==> src/rtl/serial_adder_pkg.sv <==
// Shared types and constants for the bit-serial adder controller.
package serial_adder_pkg;

   // Default operand / sum width
   localparam int SA_N = 8;

   // Controller states
   typedef enum logic [1:0] {
      IDLE  = 2'd0,
      SHIFT = 2'd1,
      DONE  = 2'd2
   } state_t;

endpackage : serial_adder_pkg

==> src/rtl/fa_cell.sv <==
// Single-bit combinational full adder used as the serial adder's arithmetic core.
module fa_cell (
   input  logic a,
   input  logic b,
   input  logic c,
   output logic s,
   output logic co
);

   assign s  = a ^ b ^ c;
   assign co = (a & b) | (a & c) | (b & c);

endmodule : fa_cell

==> src/rtl/serial_adder_ctrl.sv <==
// Bit-serial N-bit adder: feeds one operand bit pair per clock (LSB first)
// through a full-adder cell, with the cell carry registered and fed back.
module serial_adder_ctrl
   import serial_adder_pkg::*;
#(
   parameter int N = SA_N
) (
   input  logic         clk,
   input  logic         rst_n,
   input  logic         start,
   input  logic [N-1:0] a_in,
   input  logic [N-1:0] b_in,
   input  logic         cin,
   output logic         busy,
   output logic         done,
   output logic [N-1:0] sum,
   output logic         cout
);

   localparam int            CW   = $clog2(N);
   localparam logic [CW-1:0] LAST = CW'(N - 1);

   state_t          r_state;
   logic [N-1:0]    r_a_sh;
   logic [N-1:0]    r_b_sh;
   logic [N-1:0]    r_sum;
   logic [CW-1:0]   r_cnt;
   logic            r_carry;
   logic            r_cout;
   logic            r_busy;
   logic            r_done;

   logic            w_s;
   logic            w_co;
   logic            w_accept;

   // A request is only honoured when no addition is in flight
   assign w_accept = start && ((r_state == IDLE) || (r_state == DONE));

   fa_cell u_fa (
      .a  (r_a_sh[0]),
      .b  (r_b_sh[0]),
      .c  (r_carry),
      .s  (w_s),
      .co (w_co)
   );

   // Control FSM, carry flop, bit counter and result register
   always_ff @(posedge clk or negedge rst_n) begin
      if (!rst_n) begin
         r_state <= IDLE;
         r_busy  <= 1'b0;
         r_done  <= 1'b0;
         r_sum   <= '0;
         r_cout  <= 1'b0;
         r_carry <= 1'b0;
         r_cnt   <= '0;
      end else begin
         r_done <= 1'b0;
         if (w_accept) begin
            r_state <= SHIFT;
            r_busy  <= 1'b1;
            r_carry <= cin;
            r_cnt   <= '0;
            r_sum   <= '0;
         end else begin
            case (r_state)
               SHIFT: begin
                  r_sum   <= {w_s, r_sum[N-1:1]};
                  r_carry <= w_co;
                  if (r_cnt == LAST) begin
                     // Last bit pair: publish carry-out and pulse done next cycle
                     r_state <= DONE;
                     r_busy  <= 1'b0;
                     r_done  <= 1'b1;
                     r_cout  <= w_co;
                  end else begin
                     r_cnt <= r_cnt + 1'b1;
                  end
               end
               DONE:    r_state <= IDLE;
               default: r_state <= IDLE;
            endcase
         end
      end
   end

   // Operand shift registers: loaded on accept, shifted right while adding
   always_ff @(posedge clk) begin
      if (w_accept) begin
         r_a_sh <= a_in;
         r_b_sh <= b_in;
      end else if (r_state == SHIFT) begin
         r_a_sh <= {1'b0, r_a_sh[N-1:1]};
         r_b_sh <= {1'b0, r_b_sh[N-1:1]};
      end
   end

   assign busy = r_busy;
   assign done = r_done;
   assign sum  = r_sum;
   assign cout = r_cout;

endmodule : serial_adder_ctrl
==> config.mk <==
export PLATFORM = sky130hd
export DESIGN_NAME = serial_adder_ctrl
export DESIGN_NICKNAME = d
export VERILOG_FILES = /design/src/rtl/serial_adder_pkg.sv /design/src/rtl/fa_cell.sv /design/src/rtl/serial_adder_ctrl.sv
export SDC_FILE = /design/constraint.sdc
export NUM_CORES = 1
export LEC_CHECK = 0
export CAP_MARGIN = 40
export CORE_ASPECT_RATIO = 1.5
export CORE_MARGIN = 1.5
export CORE_UTILIZATION = 50
export CTS_CLUSTER_DIAMETER = 60
export CTS_CLUSTER_SIZE = 16
export DETAILED_ROUTE_END_ITERATION = 10
export GPL_ROUTABILITY_DRIVEN = 0
export HOLD_SLACK_MARGIN = 0.02
export PLACE_DENSITY_LB_ADDON = 0.2
export SYNTH_ARGS = -nofsm -noshare
export SYNTH_HDL_FRONTEND = slang
export SYNTH_SLANG_ARGS = --single-unit
==> constraint.sdc <==
create_clock -name clk -period 3.2 [get_ports clk]
set_input_delay 0.48 -clock clk [delete_from_list [all_inputs] [get_ports clk]]
set_output_delay 0.48 -clock clk [all_outputs]
set_load 0.02 [all_outputs]
==> results of run 1 <==
## worst max-delay path, cell delays in order (launching register included)
cell,delay [ps]
sky130_fd_sc_hd__dfrtp_1,430
sky130_fd_sc_hd__inv_2,340
sky130_fd_sc_hd__nand2_4,260
sky130_fd_sc_hd__o21ai_1,380
sky130_fd_sc_hd__buf_4,290
## cell families (layout without fill, tap and decap cells)
| group | Yosys count | after routing |
|---|---|---|
| adders and majority gates | 3 | 3 |
| xor gates and xnor gates | 1 | 1 |
| buffers and inverters | 13 | 47 |
| and+or+nand+nor | 23 | 23 |
| AOI/OAI and AO/OA | 17 | 17 |
| muxes | 25 | 25 |
| DFF | 33 | 33 |
## final cells by class
type,instances,area [µm²],share of cell area [%]
flip-flops and latches,33,905.9,46.59
well taps,39,48.80,2.510
repair buffers,32,315.3,16.22
clock inverters,2,10.01,0.5148
multi-input cells,69,565.5,29.09
inverters,7,26.28,1.351
clock buffers,6,72.57,3.732
## cells in the mapped netlist
| cell type | n | area, µm² |
|---|---|---|
| sky130_fd_sc_hd__mux2_4 | 8 | 120.1 |
| sky130_fd_sc_hd__nor2_4 | 1 | 11.26 |
| sky130_fd_sc_hd__nand2_4 | 1 | 11.26 |
| sky130_fd_sc_hd__inv_2 | 1 | 3.750 |
| sky130_fd_sc_hd__and3_1 | 2 | 12.51 |
| sky130_fd_sc_hd__mux2i_1 | 11 | 110.1 |
| sky130_fd_sc_hd__o211a_1 | 1 | 10.01 |
| sky130_fd_sc_hd__o21ai_0 | 5 | 25.02 |
| sky130_fd_sc_hd__nor3_2 | 1 | 10.01 |
| sky130_fd_sc_hd__a21oi_1 | 3 | 15.01 |
| sky130_fd_sc_hd__buf_4 | 1 | 7.510 |
| sky130_fd_sc_hd__fa_1 | 1 | 20.02 |
| sky130_fd_sc_hd__nor2_1 | 3 | 11.26 |
| sky130_fd_sc_hd__dfrtp_1 | 17 | 425.4 |
| sky130_fd_sc_hd__ha_1 | 2 | 25.02 |
| sky130_fd_sc_hd__o22ai_1 | 8 | 50.05 |
| sky130_fd_sc_hd__buf_2 | 4 | 20.02 |
| sky130_fd_sc_hd__buf_6 | 1 | 11.26 |
| sky130_fd_sc_hd__nand2_1 | 14 | 52.55 |
| sky130_fd_sc_hd__inv_1 | 6 | 22.52 |
| sky130_fd_sc_hd__mux2_2 | 6 | 67.56 |
| sky130_fd_sc_hd__xnor2_1 | 1 | 8.760 |
| sky130_fd_sc_hd__nor3_1 | 1 | 5.000 |
| sky130_fd_sc_hd__edfxtp_1 | 16 | 480.5 |
## path summary, 6_finish.rpt
path / endpoint / cells after the start
max in group asynchronous: r_cnt[0] / 1
setup reg to reg: r_a_sh[2] / 4
setup / recovery: r_a_sh[2] / 4
hold reg to reg: sum[0] / 2
hold / removal: sum[0] / 2
min in group asynchronous: sum[3] / 1
## power by group
part | internal [mW] | total, mW | switching (mW)
registers | 0.701 | 0.826 | 0.125
clock network | 0.150 | 0.300 | 0.149
logic | 0.381 | 0.736 | 0.355
## metal layers
metal | vias to the layer above | routed length (µm) | global-route usage [%]
met5 | - | 0 | 0
met3 | 7 | 153 | 6.122
met2 | 26 | 1432 | 29.39
li1 | 472 | - | -
met1 | 481 | 1165 | 25.04
met4 | 0 | 63 | 9.009
## registers in the layout, summed over array words and instances (netlist names)
name     cells
r_a_sh       8
r_b_sh       8
sum          8
r_cnt        3
r_state      2
busy         1
cout         1
done         1
r_carry      1
## per-stage QoR
stage               util [%]  cells
floorplan                  -    115
global placement       63.92    180
detailed placement     63.92    180
CTS                    66.75    188
global route           66.75    188
finish                 66.75    188
==> impl_summary.txt, run 1 <==
----------------------------------------------------
[Status]
  Outcome ... finished clean

[Floorplanning]
  Number of core rows ... 24
  Area of the die ... 3421 µm²
  Count of pins on the block boundary ... 31
  Die Y-Extent ... 70.89 µm
  Initial core utilization ... 52.75%
  Core footprint ... 2913 µm²
  Die Span X ... about 48 µm

[Final layout]
  Layout net count ... 171
  Fill cell total of the finished layout ... 246
  Diodes inserted ... 0
  Synth-to-Final Area Change ... 26.55%
  Layout cells sized above 1 ... 18.12%
  Commonest cells after routing, fill and taps aside ... 30 x sky130_fd_sc_hd__clkdlybuf4s50_1, 17 x sky130_fd_sc_hd__dfrtp_1, 16 x sky130_fd_sc_hd__edfxtp_1
  Leading cell type in the layout, fill and taps excluded ... sky130_fd_sc_hd__clkdlybuf4s50_1
  Post-Layout Inst Area ... 1944 µm²

[Clock network]
  Clock sinks ... 33
  Buffers from clock root to sink, at most ... 2
  Clk Tree Root Cell ... sky130_fd_sc_hd__clkbuf_8
  Count of instances resized after the clock tree is built ... 0
  Max H-tree Level ... 2
  Hold buffer count at cts ... 0
  Total clock buffers created by CTS ... 5
  Clock tree from TritonCTS ... built
  Clock input transition at the sequential cells of the worst setup and hold paths ... 70 ps
  Skew-Pair Late Insertion Delay ... slightly below 300 ps
  Post-CTS repair timing setup buffer count ... 0

[Drt]
  Detailed Route Iter0 Violations ... 37
  Via count ... 986
  Count of unresolved DRC violations after routing ... 0
  Number of vias per cell after detailed routing ... 5.245
  TritonRoute pass-1 iters ... 4
  Mean routed wirelength per cell ... around 15 µm
  Antenna-violating nets left ... 0
  Total Wirelength ... 2814 µm

[Worst setup path]
  Type of the worst setup path ... flip-flop to flip-flop
  Crit Reg-Reg Startpoint ... r_state[0]
  Data arrival time of the worst path ... 1990 ps
  Slack of the worst reg-to-reg path ... between 1000 and 1500 ps
  Startpoint Class ... flip-flop
  Maximum fanout along the worst path ... 26
  Required time of the critical path ... 3190 ps
  First element of the critical path ... r_state[0]
  Element type at the critical path end ... flip-flop

[Logic synthesis]
  Area share of and/or/nand/nor cells after synthesis ... 7.410%
  Dominant combinational cell family by area after synthesis ... multiplexers
  Avg Synthesized Cell Area ... 13.36 µm²
  Share of the synthesized area in compound gates (AO/OA/AOI/OAI) ... under 10%
  Distinct cell type count after synthesis ... 24
  Cell Area, Synth ... 1536 µm²
  Synthesized netlist cell count ... 115
  Post-synthesis xor/xnor area fraction ... 0.5700%
  FF+latch count, synth ... 33
  Share of synthesized area occupied by flip-flops and latches ... 58.96%
  Synth Area in Adders ... about 2.9%
  Yosys warning count ... 0
  Net Count, Synth ... ~140
  Share of synthesized area spent on multiplexers ... 19.38%

[Timing]
  Total setup violations reported at the end of the flow ... 0
  Post-Route Hold Slack ... between 500 and 600 ps
  Summed negative setup slack over all endpoints ... 0 ps
  Worst Slack Setup Final ... 1194 ps
  RSZ-0062 raised after global routing ... false
  Number of pins with negative max-slew slack in the final report ... 0
  Least-Margin Pin Slew ... 749.0 ps
  Final critical path time including I/O delays and setup ... 2006 ps
  Worst relative slew slack ... 49.91%
  Setup Skew ... 4.969 ps
  Share of the cycle needed by the critical path after routing ... 62.68%
  Maximum clock frequency ... between 400 and 500 MHz
  Final count of hold timing violations ... 0

[Min path]
  Path category of the worst min-delay check ... flip-flop to flip-flop
  Hold Startpoint ... sum[0]

[GRT]
  Leftover overflow at the end of global routing ... 0
  Antenna violations before repair ... 0
  First-pass GRT wire length ... between 4000 and 5000 µm
  Largest net degree at the start of global routing ... 27
  Number of global-route vias before repair ... 1026
  Combined global-route utilization of all metal layers ... 19.56%

[Flow run]
  Maxcap violations ... 0

[Placed design]
  Port Buffers ... 30
  Total cell area at the placement stage ... 1862 µm²
  Dpl hpwl ... 1970 µm
  Post-Place Worst Slack ... 1015 ps

[Power]
  Pwr/cell area ... 957.4 nW/µm²
  Worst ir drop on vdd ... ~0.61 mV
  Leak ... 0.8291 nW
  Post-layout total power ... 1.861 mW

----------------------------------------------------
Power figures use the tool's default switching activity.
==> run 2: changes to the inputs <==
- CORE_UTILIZATION: 50 -> 45
- clock period: 3.2 -> 1.75 ns (I/O delays scaled with it)
==> run 2 against run 1 <==
Die area grew 11%. Largest power group unchanged. Sequential power grew 82%. Clock-buffer cell count grew 2. Sequential share of layout area shrank 1.5 points. Highest routed layer unchanged.
==> impl_summary.txt, run 2 (synthesized netlist as in run 1, its figures left out) <==
----------------------------------------------------
[Status]
  Outcome ... finished clean

[Floorplanning]
  Core footprint ... 3191 µm²
  Number of core rows ... 25
  Count of pins on the block boundary ... 31
  Die Span X ... 50.71 µm
  Area of the die ... 3781 µm²
  Initial core utilization ... 48.16%
  Die Y-Extent ... around 75 µm

[Worst setup path]
  Required time of the critical path ... around 1500 ps
  Startpoint Class ... flip-flop
  First element of the critical path ... sum[6]
  Crit Reg-Reg Startpoint ... r_state[0]
  Crit path max-delay family ... buffers and inverters
  Worst path buffer plus inverter count ... 1
  Worst reg2reg path depth ... 4
  Total stage count of the critical path ... 1
  Element type at the critical path end ... output port
  Type of the worst setup path ... flip-flop to output port
  Critical-path cell with the highest stage delay ... sky130_fd_sc_hd__clkdlybuf4s50_1
  Largest stage delay on the critical path ... 630 ps
  Cell-by-cell trace of the critical path ... clkdlybuf4s50_1
  Data arrival time of the worst path ... 1310 ps
  Slack of the worst reg-to-reg path ... between 200 and 300 ps
  Maximum fanout along the worst path ... 4

[Timing]
  Total setup violations reported at the end of the flow ... 0
  Share of the cycle needed by the critical path after routing ... 90.12%
  Summed negative setup slack over all endpoints ... 0 ps
  Post-Route Hold Slack ... 322.8 ps
  Maximum clock frequency ... 634.1 MHz
  Final count of hold timing violations ... 0
  Final critical path time including I/O delays and setup ... approximately 1600 ps
  Setup Skew ... 2.450 ps
  Worst relative slew slack ... 78.34%
  Number of pins with negative max-slew slack in the final report ... 0
  RSZ-0062 raised after global routing ... false
  Least-Margin Pin Slew ... 324.9 ps

[GRT]
  First-pass GRT wire length ... 4850 µm
  Largest net degree at the start of global routing ... 18
  Number of global-route vias before repair ... approximately 1100
  Combined global-route utilization of all metal layers ... 18.29%
  Antenna violations before repair ... 0
  Leftover overflow at the end of global routing ... 0

[Clock network]
  Total clock buffers created by CTS ... 5
  Clock input transition at the sequential cells of the worst setup and hold paths ... roughly 60 ps
  Count of instances resized after the clock tree is built ... 0
  Max H-tree Level ... 2
  Clock tree from TritonCTS ... built
  Skew-Pair Late Insertion Delay ... between 200 and 300 ps
  Clk Tree Root Cell ... sky130_fd_sc_hd__clkbuf_8
  Post-CTS repair timing setup buffer count ... 0
  Buffers from clock root to sink, at most ... 2
  Hold buffer count at cts ... 0
  Clock sinks ... 33

[Drt]
  Total Wirelength ... just under 3000 µm
  TritonRoute pass-1 iters ... 4
  Detailed Route Iter0 Violations ... 17
  Antenna-violating nets left ... 0
  Number of vias per cell after detailed routing ... 5.186
  Count of unresolved DRC violations after routing ... 0
  Via count ... ~1000
  Mean routed wirelength per cell ... 14.98 µm

[Power]
  Leak ... 0.8611 nW
  Worst ir drop on vdd ... between 1 and 1.5 mV
  Post-layout total power ... 3.527 mW
  Pwr/cell area ... approximately 1800 nW/µm²

[Final layout]
  Leading cell type in the layout, fill and taps excluded ... sky130_fd_sc_hd__clkdlybuf4s50_1
  Layout cells sized above 1 ... 20.78%
  Layout net count ... 176
  Commonest cells after routing, fill and taps aside ... 30 x sky130_fd_sc_hd__clkdlybuf4s50_1, 17 x sky130_fd_sc_hd__dfrtp_1, 16 x sky130_fd_sc_hd__edfxtp_1
  Synth-to-Final Area Change ... 30.62%
  Diodes inserted ... 0

[Min path]
  Path category of the worst min-delay check ... input pin to async pin

[Placed design]
  Port Buffers ... 30
  Dpl hpwl ... 2079 µm

[Flow run]
  Maxcap violations ... 0

----------------------------------------------------
run 2: power breakdown:
| part | leakage (nW) | internal (mW) | switching (mW) | total (mW) |
|---|---|---|---|---|
| Clock | 0.0455 | 0.320 | 0.254 | 0.574 |
| Sequential | 0.383 | 1.28 | 0.215 | 1.50 |
| Combinational | 0.432 | 0.773 | 0.685 | 1.46 |
| Total | 0.861 | 2.37 | 1.15 | 3.53 |
run 2: path summary, 6_finish.rpt:
| check | endpoint |
|---|---|
| min reg2reg | sum[0] |
| max in group asynchronous | busy |
| min in group clk | sum[0] |
| min | sum[3] |
| max | sum[6] |
| max reg2reg | r_a_sh[0] |
run 2: area by class of cell:
type / count / area, µm²
Fill cell: 281 / 1184
Sequential cell: 33 / 905.9
Multi-Input combinational cell: 69 / 569.3
Timing Repair Buffer: 37 / 365.4
Clock buffer: 8 / 90.09
Tap cell: 40 / 50.05
Inverter: 7 / 26.28
run 2: per-stage QoR:
stage	utilization (%)	std cells	setup WS, ps	cell area [µm²]
6_report	62.90	194	172.9	2007
5_1_grt	62.90	194	133.9	2007
2_1_floorplan	-	115	208.3	1540
4_1_cts	62.90	194	160.0	2007
3_5_place_dp	60.08	186	122.1	1917
3_3_place_gp	60.08	186	142.0	1917
run 2: layer usage:
| metal | vias up | wire length (µm) | GRT usage [%] |
|---|---|---|---|
| met1 | 490 | 1185 | 19.79 |
| met2 | 30 | 1484 | 31.14 |
| met3 | 5 | 171 | 6.627 |
| met4 | 0 | 66 | 9.910 |
| li1 | 481 | - | - |
| met5 | - | 0 | 0 |
==> run 3: changes to the inputs <==
- CORE_MARGIN: 1.5 -> not set
==> run 3 against run 2 <==
Final area is 0.56% lower. Wire length decreased by 3.1%. Die area decreased by 3.3%. Clock skew up 3.4 ps. Worst setup slack improved by 3.5 ps. Clock-buffer cell count is 1 lower. Global-route usage is 0.64 points lower. Non-clock buffer count shrank 3. Hold slack got worse by 22 ps. Largest cell class unchanged. Largest power group unchanged. Highest routed layer unchanged.
==> impl_summary.txt, run 3 (synthesized netlist as in run 1, its figures left out) <==
----------------------------------------------------
[Final layout]
  Leading cell type in the layout, fill and taps excluded ... sky130_fd_sc_hd__clkdlybuf4s50_1
  Post-Layout Inst Area ... 1996 µm²
  Layout net count ... 173
  Diodes inserted ... 0
  Synth-to-Final Area Change ... 29.89%
  Layout cells sized above 1 ... 20.53%
  Commonest cells after routing, fill and taps aside ... 30 x sky130_fd_sc_hd__clkdlybuf4s50_1, 17 x sky130_fd_sc_hd__dfrtp_1, 16 x sky130_fd_sc_hd__edfxtp_1
  Utilization after layout ... 62.55%

[Clock network]
  Clock input transition at the sequential cells of the worst setup and hold paths ... approximately 70 ps
  Clock sinks ... 33
  Skew-Pair Late Insertion Delay ... 280 ps
  Total clock buffers created by CTS ... 5
  Count of instances resized after the clock tree is built ... 0
  Hold buffer count at cts ... 0
  Buffers from clock root to sink, at most ... 2
  Clock tree from TritonCTS ... built
  Clk Tree Root Cell ... sky130_fd_sc_hd__clkbuf_8
  Post-CTS repair timing setup buffer count ... 0
  Max H-tree Level ... 2

[Drt]
  TritonRoute pass-1 iters ... 4
  Total Wirelength ... around 2800 µm
  Number of vias per cell after detailed routing ... 5.131
  Detailed Route Iter0 Violations ... 7
  Count of unresolved DRC violations after routing ... 0
  Mean routed wirelength per cell ... around 15 µm
  Via count ... 980
  Antenna-violating nets left ... 0

[Power]
  Internal ... between 2 and 2.5 mW
  Leak ... about 0.85 nW
  Switching share of power ... ~33%
  Proportion of power drawn by combinational gates ... 39.6%
  Worst ir drop on vdd ... 1.012 mV
  Clock network fraction of design power ... around 17%
  Pwr/cell area ... around 1800 nW/µm²
  Seq pwr share ... approximately 43%
  Net Switching ... 1.150 mW

[Placed design]
  Post-Place Worst Slack ... 132.2 ps
  Total cell area at the placement stage ... 1894 µm²
  Port Buffers ... 30
  Dpl hpwl ... 1963 µm

[Timing]
  RSZ-0062 raised after global routing ... false
  Summed negative setup slack over all endpoints ... 0 ps
  Final critical path time including I/O delays and setup ... 1574 ps
  Maximum clock frequency ... 635.5 MHz
  Least-Margin Pin Slew ... ~740 ps
  Worst Slack Setup Final ... 176.4 ps
  Final count of hold timing violations ... 0
  Total setup violations reported at the end of the flow ... 0
  Worst relative slew slack ... 50.57%
  Share of the cycle needed by the critical path after routing ... between 80% and 90%
  Number of pins with negative max-slew slack in the final report ... 0
  Setup Skew ... approximately 6 ps

[GRT]
  Antenna violations before repair ... 0
  Number of global-route vias before repair ... 1021
  Largest net degree at the start of global routing ... 18
  Leftover overflow at the end of global routing ... 0
  First-pass GRT wire length ... approximately 4700 µm
  Combined global-route utilization of all metal layers ... between 15 and 20%

[Worst setup path]
  Critical-path cell with the highest stage delay ... sky130_fd_sc_hd__clkdlybuf4s50_1
  Required time of the critical path ... 1490 ps
  Largest stage delay on the critical path ... 630 ps
  Crit path max-delay family ... buffers and inverters
  Slack of the worst reg-to-reg path ... 270 ps
  Worst path buffer plus inverter count ... 1
  Cell-by-cell trace of the critical path ... clkdlybuf4s50_1
  Startpoint Class ... flip-flop
  Crit Reg-Reg Startpoint ... r_state[0]
  Worst reg2reg path depth ... 4
  Data arrival time of the worst path ... roughly 1300 ps
  Element type at the critical path end ... output port
  Maximum fanout along the worst path ... 4
  Type of the worst setup path ... flip-flop to output port
  R2R Path End ... r_a_sh[7]

[Floorplanning]
  Count of pins on the block boundary ... 31
  Core footprint ... 3191 µm²
  Die Y-Extent ... about 74 µm
  Area of the die ... 3657 µm²
  Die Span X ... 49.71 µm
  Initial core utilization ... 48.16%
  Number of core rows ... 25

[Min path]
  Path category of the worst min-delay check ... input pin to async pin

[Flow run]
  Maxcap violations ... 0

[Status]
  Outcome ... finished clean

----------------------------------------------------
run 3: changes by cell type in the layout (fill, tap and decap cells not counted), sizes merged:
cell,change
clkinv,+1
buf,-3
clkbuf,-1
run 3: final cells by class:
cell class	count	area, µm²
multi-input combinational	69	569.3
timing repair buffer	34	342.8
clock inverter	1	5.005
tap	40	50.05
fill	283	1195
sequential	33	905.9
clock buffer	7	96.34
inverter	7	26.28
run 3: layer usage:
metal | global-route usage, % | part of all wire [%] | vias up
met2 | 30.63 | 51 | 26
met3 | 5.176 | 4.6 | 7
met5 | 0 | 0 | -
met4 | 8.571 | 2.0 | 0
li1 | - | - | 478
met1 | 19.54 | 42 | 469
run 3: power groups by stage:
stage,clock network [mW],logic [mW],registers (mW)
3_3_place_gp,0,1.38,1.51
3_5_place_dp,0,1.41,1.53
2_1_floorplan,0,0.833,1.58
4_1_cts,0.631,1.42,1.52
5_1_grt,0.659,1.55,1.56
6_report,0.616,1.40,1.51
run 3: how the worst max path moves through the flow:
stage / slack, ps / start / endpoint / cells after the start
6_report: 180 / sum[7] / sum[7] / 1
5_1_grt: 140 / sum[7] / sum[7] / 1
4_1_cts: 160 / sum[4] / sum[4] / 1
3_5_place_dp: 130 / start / r_b_sh[2] / 3
3_3_place_gp: 160 / start / r_b_sh[3] / 3
2_1_floorplan: 210 / r_state[1] / r_a_sh[0] / 3
run 3: metrics by stage:
step | hold WS [ps] | cells | power [mW]
3_3_place_gp | 495.0 | 183 | 2.887
4_1_cts | 301.9 | 191 | 3.574
6_report | 300.5 | 191 | 3.529
5_1_grt | 326.7 | 191 | 3.761
2_1_floorplan | -33.09 | 115 | 2.416
3_5_place_dp | 508.1 | 183 | 2.935
run 3: worst reg2reg max path: cells and delay by family (launching register included):
family / cells / cell delay, ps
compound gates: 1 / 140
simple gates: 1 / 210
flops: 1 / 440
buf+inv: 2 / 400
